==> src/rtl/quad_pkg.sv <==
// Shared encodings for the quadrature decoder: AB phase codes, step direction
// type and the clockwise successor function.
package quad_pkg;

    localparam logic [1:0] AB_00 = 2'b00;
    localparam logic [1:0] AB_10 = 2'b10;
    localparam logic [1:0] AB_11 = 2'b11;
    localparam logic [1:0] AB_01 = 2'b01;

    // Legal transitions per detent before a step is counted
    localparam int PHASE_FULL = 4;

    typedef enum logic [1:0] {
        DIR_NONE    = 2'd0,
        DIR_UP      = 2'd1,
        DIR_DN      = 2'd2,
        DIR_ILLEGAL = 2'd3
    } dir_t;

    function automatic logic [1:0] cw_next(input logic [1:0] ab);
        case (ab)
            AB_00:   cw_next = AB_10;
            AB_10:   cw_next = AB_11;
            AB_11:   cw_next = AB_01;
            default: cw_next = AB_00;
        endcase
    endfunction

endpackage

==> src/rtl/quad_step.sv <==
// Combinational transition classifier: previous and current AB pair -> direction.
module quad_step
    import quad_pkg::*;
(
    input  logic [1:0] prev_ab,
    input  logic [1:0] cur_ab,
    output dir_t       dir
);

    always_comb begin
        if (cur_ab == prev_ab) begin
            dir = DIR_NONE;
        end else if ((cur_ab ^ prev_ab) == 2'b11) begin
            dir = DIR_ILLEGAL;
        end else if (cur_ab == cw_next(prev_ab)) begin
            dir = DIR_UP;
        end else begin
            dir = DIR_DN;
        end
    end

endmodule

==> src/rtl/quad_decoder.sv <==
// Quadrature encoder position counter with optional detent accumulation,
// saturating or wrapping arithmetic, one-cycle step strobes and sticky error.
module quad_decoder
    import quad_pkg::*;
#(
    parameter int unsigned WIDTH    = 8,
    parameter int unsigned STEP     = 1,
    parameter int unsigned INIT     = 0,
    parameter bit          SATURATE = 1'b1,
    parameter bit          DETENT   = 1'b1
) (
    input  logic             clk,
    input  logic             reset_n,
    input  logic             a,
    input  logic             b,
    input  logic             clear,
    output logic [WIDTH-1:0] value,
    output logic             step_up,
    output logic             step_dn,
    output logic             error
);

    localparam logic signed [3:0] PH_POS    = 4'(PHASE_FULL);
    localparam logic signed [3:0] PH_NEG    = 4'(-PHASE_FULL);
    localparam logic [WIDTH:0]    STEP_X    = (WIDTH + 1)'(STEP);
    localparam logic [WIDTH:0]    MAX_X     = {1'b0, {WIDTH{1'b1}}};
    localparam logic [WIDTH-1:0]  INIT_VAL  = WIDTH'(INIT);

    logic [1:0]        cur_ab;
    logic [1:0]        prev_ab;
    logic              primed;
    logic signed [3:0] phase;
    logic signed [3:0] phase_sum;
    logic signed [3:0] phase_next;
    logic              count_up;
    logic              count_dn;
    logic              illegal;
    logic [WIDTH:0]    sum_up;
    logic [WIDTH:0]    diff_dn;
    logic [WIDTH-1:0]  value_up;
    logic [WIDTH-1:0]  value_dn;
    dir_t              dir;

    assign cur_ab = {a, b};

    quad_step u_step (
        .prev_ab (prev_ab),
        .cur_ab  (cur_ab),
        .dir     (dir)
    );

    // Detent mode counts only when a whole cycle of four same-direction edges
    // lands back on AB=00; any reversal walks the phase back toward zero.
    always_comb begin
        phase_sum  = phase;
        phase_next = phase;
        count_up   = 1'b0;
        count_dn   = 1'b0;
        illegal    = 1'b0;
        if (primed) begin
            case (dir)
                DIR_UP, DIR_DN: begin
                    if (DETENT) begin
                        phase_sum = (dir == DIR_UP) ? phase + 4'sd1 : phase - 4'sd1;
                        if (cur_ab == AB_00) begin
                            count_up   = (phase_sum == PH_POS);
                            count_dn   = (phase_sum == PH_NEG);
                            phase_next = '0;
                        end else begin
                            phase_next = phase_sum;
                        end
                    end else begin
                        count_up = (dir == DIR_UP);
                        count_dn = (dir == DIR_DN);
                    end
                end
                DIR_ILLEGAL: begin
                    illegal    = 1'b1;
                    phase_next = '0;
                end
                default: ;
            endcase
        end
    end

    always_comb begin
        sum_up   = {1'b0, value} + STEP_X;
        diff_dn  = {1'b0, value} - STEP_X;
        value_up = (SATURATE && (sum_up > MAX_X)) ? '1 : sum_up[WIDTH-1:0];
        value_dn = (SATURATE && diff_dn[WIDTH]) ? '0 : diff_dn[WIDTH-1:0];
    end

    always_ff @(posedge clk) begin
        if (!reset_n) begin
            prev_ab <= '0;
            primed  <= 1'b0;
            phase   <= '0;
            value   <= INIT_VAL;
            step_up <= 1'b0;
            step_dn <= 1'b0;
            error   <= 1'b0;
        end else begin
            prev_ab <= cur_ab;
            primed  <= 1'b1;
            if (clear) begin
                phase   <= '0;
                value   <= INIT_VAL;
                step_up <= 1'b0;
                step_dn <= 1'b0;
                error   <= 1'b0;
            end else begin
                phase   <= phase_next;
                step_up <= count_up;
                step_dn <= count_dn;
                if (illegal) begin
                    error <= 1'b1;
                end
                if (count_up) begin
                    value <= value_up;
                end else if (count_dn) begin
                    value <= value_dn;
                end
            end
        end
    end

endmodule

==> config.mk <==
export PLATFORM = sky130hd
export DESIGN_NAME = quad_decoder
export DESIGN_NICKNAME = d
export VERILOG_FILES = /design/src/rtl/quad_pkg.sv /design/src/rtl/quad_step.sv /design/src/rtl/quad_decoder.sv
export SDC_FILE = /design/constraint.sdc
export NUM_CORES = 1
export LEC_CHECK = 0
export BUFFER_PORTS_ARGS = -buffer_cell sky130_fd_sc_hd__buf_2
export CORE_ASPECT_RATIO = 0.7
export CORE_MARGIN = 8
export CORE_UTILIZATION = 35
export CTS_CLUSTER_DIAMETER = 60
export DETAILED_ROUTE_END_ITERATION = 6
export PLACE_DENSITY_LB_ADDON = 0.05
export SYNTH_ARGS = -nofsm -noshare
export SYNTH_HDL_FRONTEND = slang
export SYNTH_SLANG_ARGS = --single-unit
export TNS_END_PERCENT = 20
==> constraint.sdc <==
create_clock -name clk -period 6.7 [get_ports clk]
set_input_delay 0.335 -clock clk [delete_from_list [all_inputs] [get_ports clk]]
set_output_delay 0.335 -clock clk [all_outputs]
set_load 0.05 [all_outputs]
## Word level (Yosys, flattened, before mapping)

Index checks and enable logic that the tools add are counted.
W data, S select, Z words.

| operators by class | value |
|---|---|
| add/sub/neg operators | 4 |
| order comparisons | 1 |
| eq/ne operators | 10 |
| mux-type cells | 22 |
| bitwise gates (word level) | 2 |
| reduce and logical (&&, ||, !) cells | 7 |

Operators by type and width:

| operator | count |
|---|---|
| $mux W8 | 4 |
| $eq A2 B2 Y1 const B | 5 |
| $mux W2 | 5 |
| $add A8 B1 Y9 const B | 1 |
| $gt A9 B8 Y1 const B | 1 |
| $mux W1 | 9 |
| $sub A8 B1 Y9 const B | 1 |
| $mux W4 | 2 |
| $pmux W4 S2 | 1 |
| $pmux W2 S3 | 1 |
| $add A4 B2 Y4 const B | 1 |
| $eq A2 B2 Y1 | 2 |
| $eq A4 B3 Y1 const B | 1 |
| $eq A4 B4 Y1 const B | 1 |
| $logic_not A2 Y1 | 2 |
| $reduce_bool A2 Y1 | 2 |
| $reduce_or A2 Y1 | 2 |
| $sub A4 B2 Y4 const B | 1 |
| $eq A2 B1 Y1 const B | 1 |
| $reduce_and A2 Y1 | 1 |
| $xor A2 B2 Y2 | 1 |
| $not A1 Y1 | 1 |

| word-level totals | value |
|---|---|
| flip-flop bits (word level) | 18 |
| input port bits | 5 |
| output and inout port bits | 11 |
| word-level logic and storage cells | 53 |

## Longest topological paths before layout

Gate-level depths: netlist of the first run.

| logic depth | value |
|---|---|
| word-level depth | 16 |
| mapped depth | 14 |
| depth with buffers taken out | 13 |

## Cells and area by module

Synthesis of the first run repeated with hierarchy kept, for this count alone.

| second synthesis, totals | value |
|---|---|
| cell total of the unflattened synthesis | 162 |
| area, all modules | 1,308.8 µm² |

Modules (own cells, without submodules):

| module | instances | cells each | area an instance (µm²) | sequential area each (µm²) |
|---|---|---|---|---|
| quad_decoder | 1 | 153 | 1,253.7 | 360.3 |
| quad_step | 1 | 9 | 55.1 | 0.0 |

## Least setup slack after synthesis of the first run

OpenSTA, ideal clock, no wires.

| path | value |
|---|---|
| kind | reg2reg |
| from | register prev_ab[0] |
| to | register value[4] |
| setup time | 0.074 ns |
| arrival time | 3.035 ns |
| required time | 6.626 ns |
| setup slack | 3.591 ns |
| cell stages (with the launch flop) | 14 |
| buffers on the path | 1 |
| clock period less this slack | 3.109 ns |
| path through | dfxtp_1 xor2_1 inv_1 ha_1 nor4_4 inv_1 ha_1 ha_1 and3_1 and3_1 clkbuf_1 o21ai_0 or4b_1 a31oi_1 |

| between the ends | value |
|---|---|
| word-level cells in the longest chain between the ends | 15 |
| elaborated cells between the ends (all ways) | 27 |
| classes of those cells | eq/ne (9); mux (14); bitwise (1); reduce/logical (3) |

Ends and longest elaborated chain:

| what | RTL line | source |
|---|---|---|
| start: declaration | quad_decoder.sv:30 | `logic [1:0] prev_ab;` |
| start signal: assignment | quad_decoder.sv:103 | `prev_ab <= cur_ab;` |
| $eq A2 B2 Y1 / $logic_not A2 Y1 (equally long branches) | quad_pkg.sv:21 | `case (ab)` |
| $pmux W2 S3 | quad_pkg.sv:21 |  |
| $mux W2 | quad_step.sv:13 | `end else if ((cur_ab ^ prev_ab) == 2'b11) begin` |
| $mux W2 | quad_step.sv:11 | `if (cur_ab == prev_ab) begin` |
| $eq A2 B2 Y1 | quad_step.sv:15 | `end else if (cur_ab == cw_next(prev_ab)) begin` |
| $mux W2 | quad_step.sv:15 |  |
| $mux W2 | quad_step.sv:13 |  |
| $mux W2 (*) | quad_step.sv:11 |  |
| $eq A2 B1 Y1 | - |  |
| $mux W4 | quad_decoder.sv:64 | `phase_sum = (dir == DIR_UP) ? phase + 4'sd1 : phase - 4'sd1;` |
| $eq A4 B4 Y1 / $eq A4 B3 Y1 (equally long branches) | quad_decoder.sv:66, quad_decoder.sv:67 |  |
| $mux W1 | quad_decoder.sv:65 | `if (cur_ab == AB_00) begin` |
| $mux W1 | quad_decoder.sv:61 | `case (dir)` |
| $mux W1 | quad_decoder.sv:60 | `if (primed) begin` |
| $mux W8 / $reduce_bool A2 Y1 (equally long branches) | - |  |
| end signal: assignment | quad_decoder.sv:119 | `value <= value_up;` |
| end signal: assignment | quad_decoder.sv:121 | `value <= value_dn;` |
| end: declaration | quad_decoder.sv:17 | `output logic [WIDTH-1:0] value,` |

Mark *: on every way between the ends. The rest lies on a longest branch, timed or not. The select of a mux whose other input is x is not followed.
A chain may end at the register's enable or synchronous reset.

## Worst setup path in the final report of the first run

Same ends and word-level chain as after synthesis.

==> flow_metrics.env, run 1 <==
export IMPL_insertedDiodeCount=0
export IMPL_combPwrFrac=0.170
export IMPL_drt_iter0_markers=87
export IMPL_outcome="complete, no violations"
export IMPL_synth_seq_area_share=0.282
export IMPL_finalHoldViolations=0
export IMPL_synth_commonest_cells="sky130_fd_sc_hd__dfxtp_1 (18), sky130_fd_sc_hd__nor2_1 (17), sky130_fd_sc_hd__a21oi_1 (11), sky130_fd_sc_hd__nand2_1 (11), sky130_fd_sc_hd__ha_1 (10)"
export IMPL_synth_edff_count=0
export IMPL_critPathLaunch="prev_ab[0]"
export IMPL_place_port_buffers=15
export IMPL_whs_endpoint="primed"
export IMPL_hold_path_class="input pin to flop"
export IMPL_totalWireLength_um=3120
export IMPL_die_area_sq_um=5870
export IMPL_final_setup_viol_count=0
export IMPL_cts_tree="done"
export IMPL_regToRegSetupSlack_ns=3.19
export IMPL_final_setup_tns_ns=0
export IMPL_critPathCaptureType="flop"
export IMPL_number_of_placed_instances_taps_included=211
export IMPL_number_of_instances_resized_during_post_cts_repair=0
export IMPL_syn_instance_count=155
export IMPL_syn_area_per_cell_sq_um=8.23
export IMPL_synthesis_yosys_warnings=0
export IMPL_cts_hold_buffers=0
export IMPL_std_cell_rows=18
export IMPL_cts_htree_levels=1
export IMPL_grt_pass1_wl_um=5310
export IMPL_grt_setup_unrepaired="no"
export IMPL_clk_transition_reported_paths_ns=0.07
export IMPL_core_area_sq_um=3510
export IMPL_initial_core_util=0.363
export IMPL_netlist_top_cell_by_area="sky130_fd_sc_hd__dfxtp_1"
export IMPL_pre_cts_slack_ns=3.10
export IMPL_filler_cell_count=375
export IMPL_routed_via_count=1123
export IMPL_wire_per_inst_um=14.5
export IMPL_synth_cell_type_count=39
export IMPL_detailed_place_hpwl_um=2300
export IMPL_synth_seq_cells=18
export IMPL_relSlewSlack=0.533
export IMPL_internal_power_w=0.000179
export IMPL_cellPowerDensity_nw_per_um2=172
export IMPL_fin_worst_skew_ns=0.00205
export IMPL_critPathMaxFanout=8
export IMPL_portion_of_synthesized_cell_area_occupied_by_the_leading_cell_type=0.282
export IMPL_track_usage=0.118
export IMPL_period_needed_ns=3.51
export IMPL_switching_share=0.264
export IMPL_post_cts_buffers=0
export IMPL_synthFlopType="sky130_fd_sc_hd__dfxtp_1"
export IMPL_drt_pre_antenna_iters=4
export IMPL_final_period_utilization=0.523
export IMPL_cts_made_buffers=3
export IMPL_globalRouteOverflowTotal=0
export IMPL_hold_start="reset_n"
export IMPL_slew_violations=0
export IMPL_hold_depth=1
export IMPL_static_leakage_power_nw=0.569
export IMPL_largest_net_degree_at_the_start_of_global_routing=18
export IMPL_power_frac_clock=0.374
export IMPL_area_delta_synth_final_pct=11.0
export IMPL_stdcell_count=215
export IMPL_power_total_w=0.000244
export IMPL_synth_area_sq_um=1280
export IMPL_layout_drive_gt1_share=0.145
export IMPL_io_pin_count=16
export IMPL_netSwitchingPower_w=0.0000644
export IMPL_design_final_nets=182
export IMPL_via_count_of_the_first_global_routing_pass=1005
export IMPL_critical_path_startpoint_type="flop"
export IMPL_synth_area_top_cells="sky130_fd_sc_hd__dfxtp_1 (28%), sky130_fd_sc_hd__ha_1 (9.8%), sky130_fd_sc_hd__nor2_1 (5.0%)"
export IMPL_die_x_um=88.2
export IMPL_viasPerCell=5.22
export IMPL_max_freq_mhz=285
export IMPL_remaining_antenna_violation_count_after_routing=0
export IMPL_ir_drop_mv=0.0739
export IMPL_clkLatencyLatePin_ns=0.26
export IMPL_ff2ff_path_depth=11
export IMPL_floorplan_die_height_um=66.5
export IMPL_timing_rr_start="prev_ab[0]"
export IMPL_p_seq_frac=0.455
export IMPL_final_setup_worst_slack_ns=3.19
export IMPL_drc=0
export IMPL_clockBufferDepth=2
export IMPL_async_flop_share=0
export IMPL_synthesis_nets=171
export IMPL_cp_arrival_ns=3.69
export IMPL_cts_root_buffer_cell="sky130_fd_sc_hd__clkbuf_8"
export IMPL_grt_antenna_before_repair=0
export IMPL_worstMarginPinSlew_ns=0.701
export IMPL_drv_cap=0
export IMPL_numClockSinks=18
export IMPL_rr_endpoint="value[4]"
export IMPL_gp_routability_congestion=0.840
export IMPL_worst_endpoint_required_ns=6.88
export IMPL_leading_cell_type_by_number_of_instances_after_synthesis="sky130_fd_sc_hd__dfxtp_1"
export IMPL_start_to_end_type_of_the_worst_setup_path="flop to flop"
[cell type report]
class | count | area (sq um) | area share
clock buffers | 4 | 55.1 | 0.0389
inverters | 9 | 33.8 | 0.0239
multi-input cells | 119 | 830 | 0.586
flip-flops and latches | 18 | 360 | 0.254
well taps | 50 | 62.6 | 0.0442
repair buffers | 15 | 75.1 | 0.0530
[registers in the layout, summed over array words and instances (netlist names)]
signal / flops
error: 1
phase: 4
prev_ab: 2
primed: 1
step_dn: 1
step_up: 1
value: 8
[worst max-delay path: stages, from the launching register on]
cell	delay [ns]
sky130_fd_sc_hd__dfxtp_1	0.36
sky130_fd_sc_hd__xor2_1	0.25
sky130_fd_sc_hd__inv_1	0.10
sky130_fd_sc_hd__ha_1	0.24
sky130_fd_sc_hd__nor4_4	0.42
sky130_fd_sc_hd__inv_1	0.12
sky130_fd_sc_hd__ha_1	0.32
sky130_fd_sc_hd__xnor2_1	0.28
sky130_fd_sc_hd__and3_1	0.38
sky130_fd_sc_hd__o21ai_0	0.24
sky130_fd_sc_hd__or4b_1	0.54
sky130_fd_sc_hd__a31oi_1	0.17
[layout by cell type, fill, tap and decap left out, types with 2 or more instances in the layout]
master / n
sky130_fd_sc_hd__nor4_1: 4
sky130_fd_sc_hd__a22oi_1: 2
sky130_fd_sc_hd__clkbuf_8: 4
sky130_fd_sc_hd__o21ai_0: 5
sky130_fd_sc_hd__dfxtp_1: 18
sky130_fd_sc_hd__o211ai_1: 2
sky130_fd_sc_hd__nor2_1: 17
sky130_fd_sc_hd__nand2_1: 11
sky130_fd_sc_hd__a21oi_1: 11
sky130_fd_sc_hd__nor4b_1: 2
sky130_fd_sc_hd__nand3_1: 8
sky130_fd_sc_hd__ha_1: 10
sky130_fd_sc_hd__o22ai_1: 2
sky130_fd_sc_hd__a221oi_1: 3
sky130_fd_sc_hd__xnor2_1: 3
sky130_fd_sc_hd__a31oi_1: 3
sky130_fd_sc_hd__inv_1: 9
sky130_fd_sc_hd__a211oi_1: 3
sky130_fd_sc_hd__mux2i_1: 3
sky130_fd_sc_hd__buf_2: 15
sky130_fd_sc_hd__and3_1: 4
sky130_fd_sc_hd__nand2b_1: 2
sky130_fd_sc_hd__xor2_1: 4
sky130_fd_sc_hd__nor3_1: 6
[worst max-delay path by stage]
stage,slack (ns),end,depth (start not counted)
after floorplan,3.59,value[4],13
after global placement,3.09,value[4],12
after detailed placement,3.10,value[4],12
after CTS,3.19,value[4],11
after global routing,2.97,value[4],11
final,3.19,value[4],11
[layer usage]
| layer | up-vias | routed length (um) | GRT usage |
|---|---|---|---|
| li1 | 573 | - | - |
| met1 | 509 | 1750 | 0.181 |
| met2 | 36 | 1110 | 0.139 |
| met3 | 5 | 214 | 0.0405 |
| met4 | 0 | 44 | 0.0482 |
| met5 | - | 0 | 0 |
[metrics by stage]
step | utilization | hold slack (ns) | instance area [sq um]
after global placement | 0.387 | 0.447 | 1360
after detailed placement | 0.387 | 0.458 | 1360
after floorplan | - | 0.363 | 1280
after CTS | 0.403 | 0.198 | 1420
after global routing | 0.403 | 0.206 | 1420
final | 0.403 | 0.205 | 1420
[power groups by stage]
stage                     logic [W]  registers [W]  clock network [W]
after CTS                 0.0000418       0.000111          0.0000957
after floorplan           0.0000322       0.000114                  0
after detailed placement  0.0000415       0.000113                  0
after global routing      0.0000465       0.000111           0.000100
final                     0.0000415       0.000111          0.0000913
after global placement    0.0000413       0.000114                  0
[cells by family after synthesis]
kind of cell	share of synthesized area
AOI/OAI and AO/OA	0.161
and+or+nand+nor	0.264
xor gates and xnor gates	0.0882
adders and majority gates	0.114
DFF	0.282
muxes	0.0235
buffers and inverters	0.0676
No activity file was read; power rests on OpenSTA's default activity.
==> inputs of run 2 (changes only) <==
clock period = 3.2 ns   (was 6.7 ns; I/O delays follow)
==> flow_metrics.env, run 2 (synthesized netlist as in run 1, its figures left out) <==
export IMPL_static_leakage_power_nw=0.606
export IMPL_pre_cts_slack_ns=0.0721
export IMPL_slew_violations=0
export IMPL_io_pin_count=16
export IMPL_start_to_end_type_of_the_worst_setup_path="flop to flop"
export IMPL_cts_hold_buffers=0
export IMPL_detailed_place_hpwl_um=2430
export IMPL_grt_setup_unrepaired="no"
export IMPL_critical_path_max_stage_delay_ns=0.49
export IMPL_drv_cap=0
export IMPL_grt_antenna_before_repair=0
export IMPL_largest_net_degree_at_the_start_of_global_routing=18
export IMPL_max_freq_mhz=338
export IMPL_max_flop_register="value"
export IMPL_worst_endpoint_required_ns=3.37
export IMPL_cts_tree="done"
export IMPL_outcome="complete, no violations"
export IMPL_insertedDiodeCount=0
export IMPL_timing_critical_path_cells="xor2_2 > inv_1 > ha_1 > nor4_4 > inv_1 > ha_1 > a21o_1 > a21oi_2 > xnor3_2 > or4b_1 > a31oi_1"
export IMPL_critPathMaxFanout=4
export IMPL_final_core_util=0.425
export IMPL_cp_arrival_ns=3.13
export IMPL_area_delta_synth_final_pct=17.0
export IMPL_cts_htree_levels=1
export IMPL_place_port_buffers=15
export IMPL_design_final_nets=189
export IMPL_via_count_of_the_first_global_routing_pass=1089
export IMPL_totalWireLength_um=3260
export IMPL_layout_drive_gt1_share=0.215
export IMPL_remaining_antenna_violation_count_after_routing=0
export IMPL_numClockSinks=18
export IMPL_std_cell_rows=18
export IMPL_netSwitchingPower_w=0.000139
export IMPL_largest_reg_flops=8
export IMPL_period_needed_ns=2.96
export IMPL_worstMarginPinSlew_ns=0.697
export IMPL_clockBufferDepth=2
export IMPL_drt_iter0_markers=116
export IMPL_hold_path_class="input pin to flop"
export IMPL_worst_path_max_delay_cell="sky130_fd_sc_hd__or4b_1"
export IMPL_switching_share=0.262
export IMPL_commonest_non_fill_non_tap_cells_in_the_layout="sky130_fd_sc_hd__nor2_1 (16), sky130_fd_sc_hd__dfxtp_1 (16), sky130_fd_sc_hd__buf_2 (15)"
export IMPL_grt_pass1_wl_um=5440
export IMPL_critical_path_startpoint_type="flop"
export IMPL_cts_made_buffers=3
export IMPL_finalHoldViolations=0
export IMPL_die_area_sq_um=5870
export IMPL_combPwrFrac=0.200
export IMPL_power_frac_clock=0.359
export IMPL_clk_transition_reported_paths_ns=0.07
export IMPL_drc=0
export IMPL_die_x_um=88.2
export IMPL_floorplan_die_height_um=66.5
export IMPL_p_seq_frac=0.441
export IMPL_final_period_utilization=0.924
export IMPL_track_usage=0.117
export IMPL_clkLatencyLatePin_ns=0.25
export IMPL_ir_drop_mv=0.174
export IMPL_drt_pre_antenna_iters=4
export IMPL_globalRouteOverflowTotal=0
export IMPL_cellPowerDensity_nw_per_um2=354
export IMPL_final_setup_tns_ns=0
export IMPL_relSlewSlack=0.535
export IMPL_wire_per_inst_um=14.7
export IMPL_viasPerCell=5.25
export IMPL_core_area_sq_um=3510
export IMPL_final_cell_area_excluding_filler_cells_sq_um=1490
export IMPL_final_setup_viol_count=0
export IMPL_routed_via_count=1166
export IMPL_placed_cell_area_sq_um=1400
export IMPL_critPathCaptureType="flop"
export IMPL_internal_power_w=0.000390
export IMPL_gp_routability_congestion=0.794
export IMPL_final_setup_worst_slack_ns=0.242
export IMPL_initial_core_util=0.363
export IMPL_cts_root_buffer_cell="sky130_fd_sc_hd__clkbuf_8"
export IMPL_fin_worst_skew_ns=0.00247
export IMPL_reg_largest_list="value: 8 flops, phase: 4 flops, prev_ab: 2 flops"
run 2: per-stage QoR:
| step | cells | power [W] | hold slack [ns] |
|---|---|---|---|
| finish | 222 | 0.000528 | 0.0386 |
| global placement | 216 | 0.000330 | 0.299 |
| detailed placement | 216 | 0.000330 | 0.303 |
| CTS | 220 | 0.000523 | 0.0308 |
| global route | 222 | 0.000556 | 0.0373 |
| floorplan | 155 | 0.000306 | 0.188 |
run 2: final cells by class:
cell class | instances | area (sq um)
inverter | 9 | 33.8
multi-input combinational | 119 | 851
timing repair buffer | 22 | 128
tap | 50 | 62.6
sequential | 18 | 363
fill | 377 | 2020
clock buffer | 4 | 55.1
run 2: worst paths after layout:
kind	start	cells after the start	slack [ns]	end
worst min register to register	error	2	0.48	error
worst max-delay path	prev_ab[0]	11	0.24	value[4]
worst max register to register	prev_ab[0]	11	0.24	value[4]
worst min-delay path	reset_n	1	0.04	primed
run 2: routing by layer:
metal,global-route usage,routed length (um),part of all wire
met1,0.179,1730,0.53
met2,0.150,1280,0.39
met3,0.0344,241,0.074
met4,0.0294,15,0.0046
met5,0,0,0
run 2: worst max-delay path: cells and delay by family (launching register included):
family / cells / cell delay [ns]
DFF: 1 / 0.36
xor gates and xnor gates: 2 / 0.50
AOI/OAI and AO/OA: 3 / 0.55
buffers and inverters: 2 / 0.18
adders and majority gates: 2 / 0.53
and+or+nand+nor: 2 / 0.76
run 2: what timing repair did:
| item | 4_1_cts | 5_1_grt |
|---|---|---|
| buffers inserted | 0 | 2 |
| gates resized for setup | 0 | 6 |
| endpoints found under the setup margin | 0 | 6 |
run 2: power groups by stage:
stage          Sequential [W]  Clock, W  Combinational, W
3_3_place_gp         0.000238         0         0.0000927
3_5_place_dp         0.000238         0         0.0000922
5_1_grt              0.000234  0.000208          0.000115
2_1_floorplan        0.000238         0         0.0000674
4_1_cts              0.000232  0.000198         0.0000931
6_report             0.000233  0.000189          0.000106
==> inputs of run 3 (changes only) <==
CELL_PAD_IN_SITES_DETAIL_PLACEMENT = 0   (was not set)
CELL_PAD_IN_SITES_GLOBAL_PLACEMENT = 1   (was not set)
==> flow_metrics.env, run 3 (synthesized netlist as in run 1, its figures left out) <==
export IMPL_slew_violations=0
export IMPL_final_setup_tns_ns=0
export IMPL_critPathMaxFanout=3
export IMPL_sequential_cell_area_sq_um=360
export IMPL_stdcell_count=222
export IMPL_wire_per_inst_um=14.4
export IMPL_totalWireLength_um=3190
export IMPL_timing_rr_start="prev_ab[0]"
export IMPL_worst_endpoint_required_ns=3.37
export IMPL_insertedDiodeCount=0
export IMPL_worstMarginPinSlew_ns=0.711
export IMPL_whs_endpoint="primed"
export IMPL_io_pin_count=16
export IMPL_p_seq_frac=0.442
export IMPL_largest_reg_flops=8
export IMPL_worst_path_max_delay_cell="sky130_fd_sc_hd__or4b_1"
export IMPL_remaining_antenna_violation_count_after_routing=0
export IMPL_via_count_of_the_first_global_routing_pass=1040
export IMPL_cp_arrival_ns=3.16
export IMPL_netSwitchingPower_w=0.000137
export IMPL_multiInputGateArea_sq_um=855
export IMPL_internal_power_w=0.000391
export IMPL_combPwrFrac=0.201
export IMPL_switching_share=0.260
export IMPL_max_flop_register="value"
export IMPL_clkLatencyLatePin_ns=0.25
export IMPL_layout_commonest_cell="sky130_fd_sc_hd__dfxtp_1"
export IMPL_die_x_um=88.2
export IMPL_drt_pre_antenna_iters=4
export IMPL_start_to_end_type_of_the_worst_setup_path="flop to flop"
export IMPL_floorplan_die_height_um=66.5
export IMPL_gp_routability_congestion=0.799
export IMPL_static_leakage_power_nw=0.610
export IMPL_cellPowerDensity_nw_per_um2=353
export IMPL_placed_cell_area_sq_um=1400
export IMPL_std_cell_rows=18
export IMPL_final_cell_area_excluding_filler_cells_sq_um=1490
export IMPL_worst_hold_slack_ns=0.0419
export IMPL_clk_transition_reported_paths_ns=0.07
export IMPL_fin_worst_skew_ns=0.00128
export IMPL_initial_core_util=0.363
export IMPL_place_port_buffers=15
export IMPL_globalRouteOverflowTotal=0
export IMPL_drc=0
export IMPL_commonest_non_fill_non_tap_cells_in_the_layout="sky130_fd_sc_hd__dfxtp_1 (18), sky130_fd_sc_hd__nor2_1 (16), sky130_fd_sc_hd__buf_2 (15)"
export IMPL_relSlewSlack=0.526
export IMPL_number_of_placed_instances_taps_included=216
export IMPL_period_needed_ns=2.99
export IMPL_hold_path_class="input pin to flop"
export IMPL_design_final_nets=189
export IMPL_ir_drop_mv=0.185
export IMPL_regToRegSetupSlack_ns=0.21
export IMPL_outcome="complete, no violations"
export IMPL_filler_cell_count=388
export IMPL_power_total_w=0.000528
export IMPL_critPathCaptureType="flop"
export IMPL_viasPerCell=5.15
export IMPL_grt_setup_unrepaired="no"
export IMPL_cts_htree_levels=1
export IMPL_final_setup_viol_count=0
export IMPL_hold_start="reset_n"
export IMPL_die_area_sq_um=5870
export IMPL_power_frac_clock=0.358
export IMPL_cts_tree="done"
export IMPL_reg_largest_list="value: 8 flops, phase: 4 flops, prev_ab: 2 flops"
export IMPL_drt_iter0_markers=136
export IMPL_routed_via_count=1143
export IMPL_final_period_utilization=0.935
export IMPL_timing_critical_path_cells="xor2_2 > inv_1 > ha_1 > nor4_4 > inv_1 > ha_1 > a21o_1 > a21oi_1 > xnor3_2 > or4b_1 > a31oi_1"
export IMPL_grt_pass1_wl_um=5310
export IMPL_layout_drive_gt1_share=0.203
export IMPL_hold_depth=1
export IMPL_ff2ff_path_depth=11
export IMPL_max_freq_mhz=334
export IMPL_rr_endpoint="value[4]"
export IMPL_track_usage=0.115
export IMPL_drv_cap=0
export IMPL_grt_antenna_before_repair=0
export IMPL_cts_hold_buffers=0
export IMPL_critical_path_startpoint_type="flop"
export IMPL_largest_net_degree_at_the_start_of_global_routing=18
export IMPL_finalHoldViolations=0
export IMPL_area_delta_synth_final_pct=17.1
export IMPL_detailed_place_hpwl_um=2400
export IMPL_cts_root_buffer_cell="sky130_fd_sc_hd__clkbuf_8"
export IMPL_cts_made_buffers=3
export IMPL_clockBufferDepth=2
export IMPL_core_area_sq_um=3510
export IMPL_critical_path_max_stage_delay_ns=0.48
export IMPL_numClockSinks=18
run 3: cell counts in the layout (fill, tap and decap cells not counted):
No cell type changed its count.
run 3: repair_timing:
action,4_1_cts,5_1_grt
gates resized for setup,0,4
setup buffers,0,2
endpoints found under the setup margin,0,3
run 3: how the worst max path moves through the flow:
stage / startpoint / endpoint / slack (ns) / cells past startpoint
6_report: prev_ab[0] / value[4] / 0.21 / 11
5_1_grt: prev_ab[0] / value[4] / 0.01 / 11
4_1_cts: prev_ab[0] / value[4] / 0.09 / 11
3_5_place_dp: prev_ab[0] / value[4] / 0.11 / 11
3_3_place_gp: prev_ab[0] / value[4] / 0.16 / 11
2_1_floorplan: prev_ab[0] / value[4] / 0.09 / 13
run 3: area by class of cell:
class                   instances  area share
clock buffers                   4      0.0369
inverters                       9      0.0226
well taps                      50      0.0419
flip-flops and latches         18       0.241
repair buffers                 22      0.0854
multi-input cells             119       0.572
run 3: metrics by stage:
stage / util / worst slack, ns
global placement: 0.398 / 0.161
CTS: 0.414 / 0.0859
floorplan: - / 0.0906
finish: 0.425 / 0.209
detailed placement: 0.398 / 0.109
global route: 0.425 / 0.0143
run 3: critical path: cells and delay by family (launching register included):
family / cells / cell delay (ns)
fa+ha+maj: 2 / 0.53
buf+inv: 2 / 0.18
compound gates: 3 / 0.58
flops: 1 / 0.39
simple gates: 2 / 0.74
xor+xnor: 2 / 0.51
run 3: power by group through the flow:
stage	combinational [W]	clock [W]	sequential, W
global route	0.000117	0.000207	0.000234
floorplan	0.0000674	0	0.000238
finish	0.000106	0.000189	0.000233
detailed placement	0.0000923	0	0.000238
global placement	0.0000924	0	0.000238
CTS	0.0000927	0.000194	0.000233
run 3: layer usage:
metal	wire [um]	up-vias	global-route usage
met4	15	0	0.0252
met2	1160	39	0.142
met1	1830	515	0.184
met5	0	-	0
li1	-	587	-
met3	180	2	0.0307
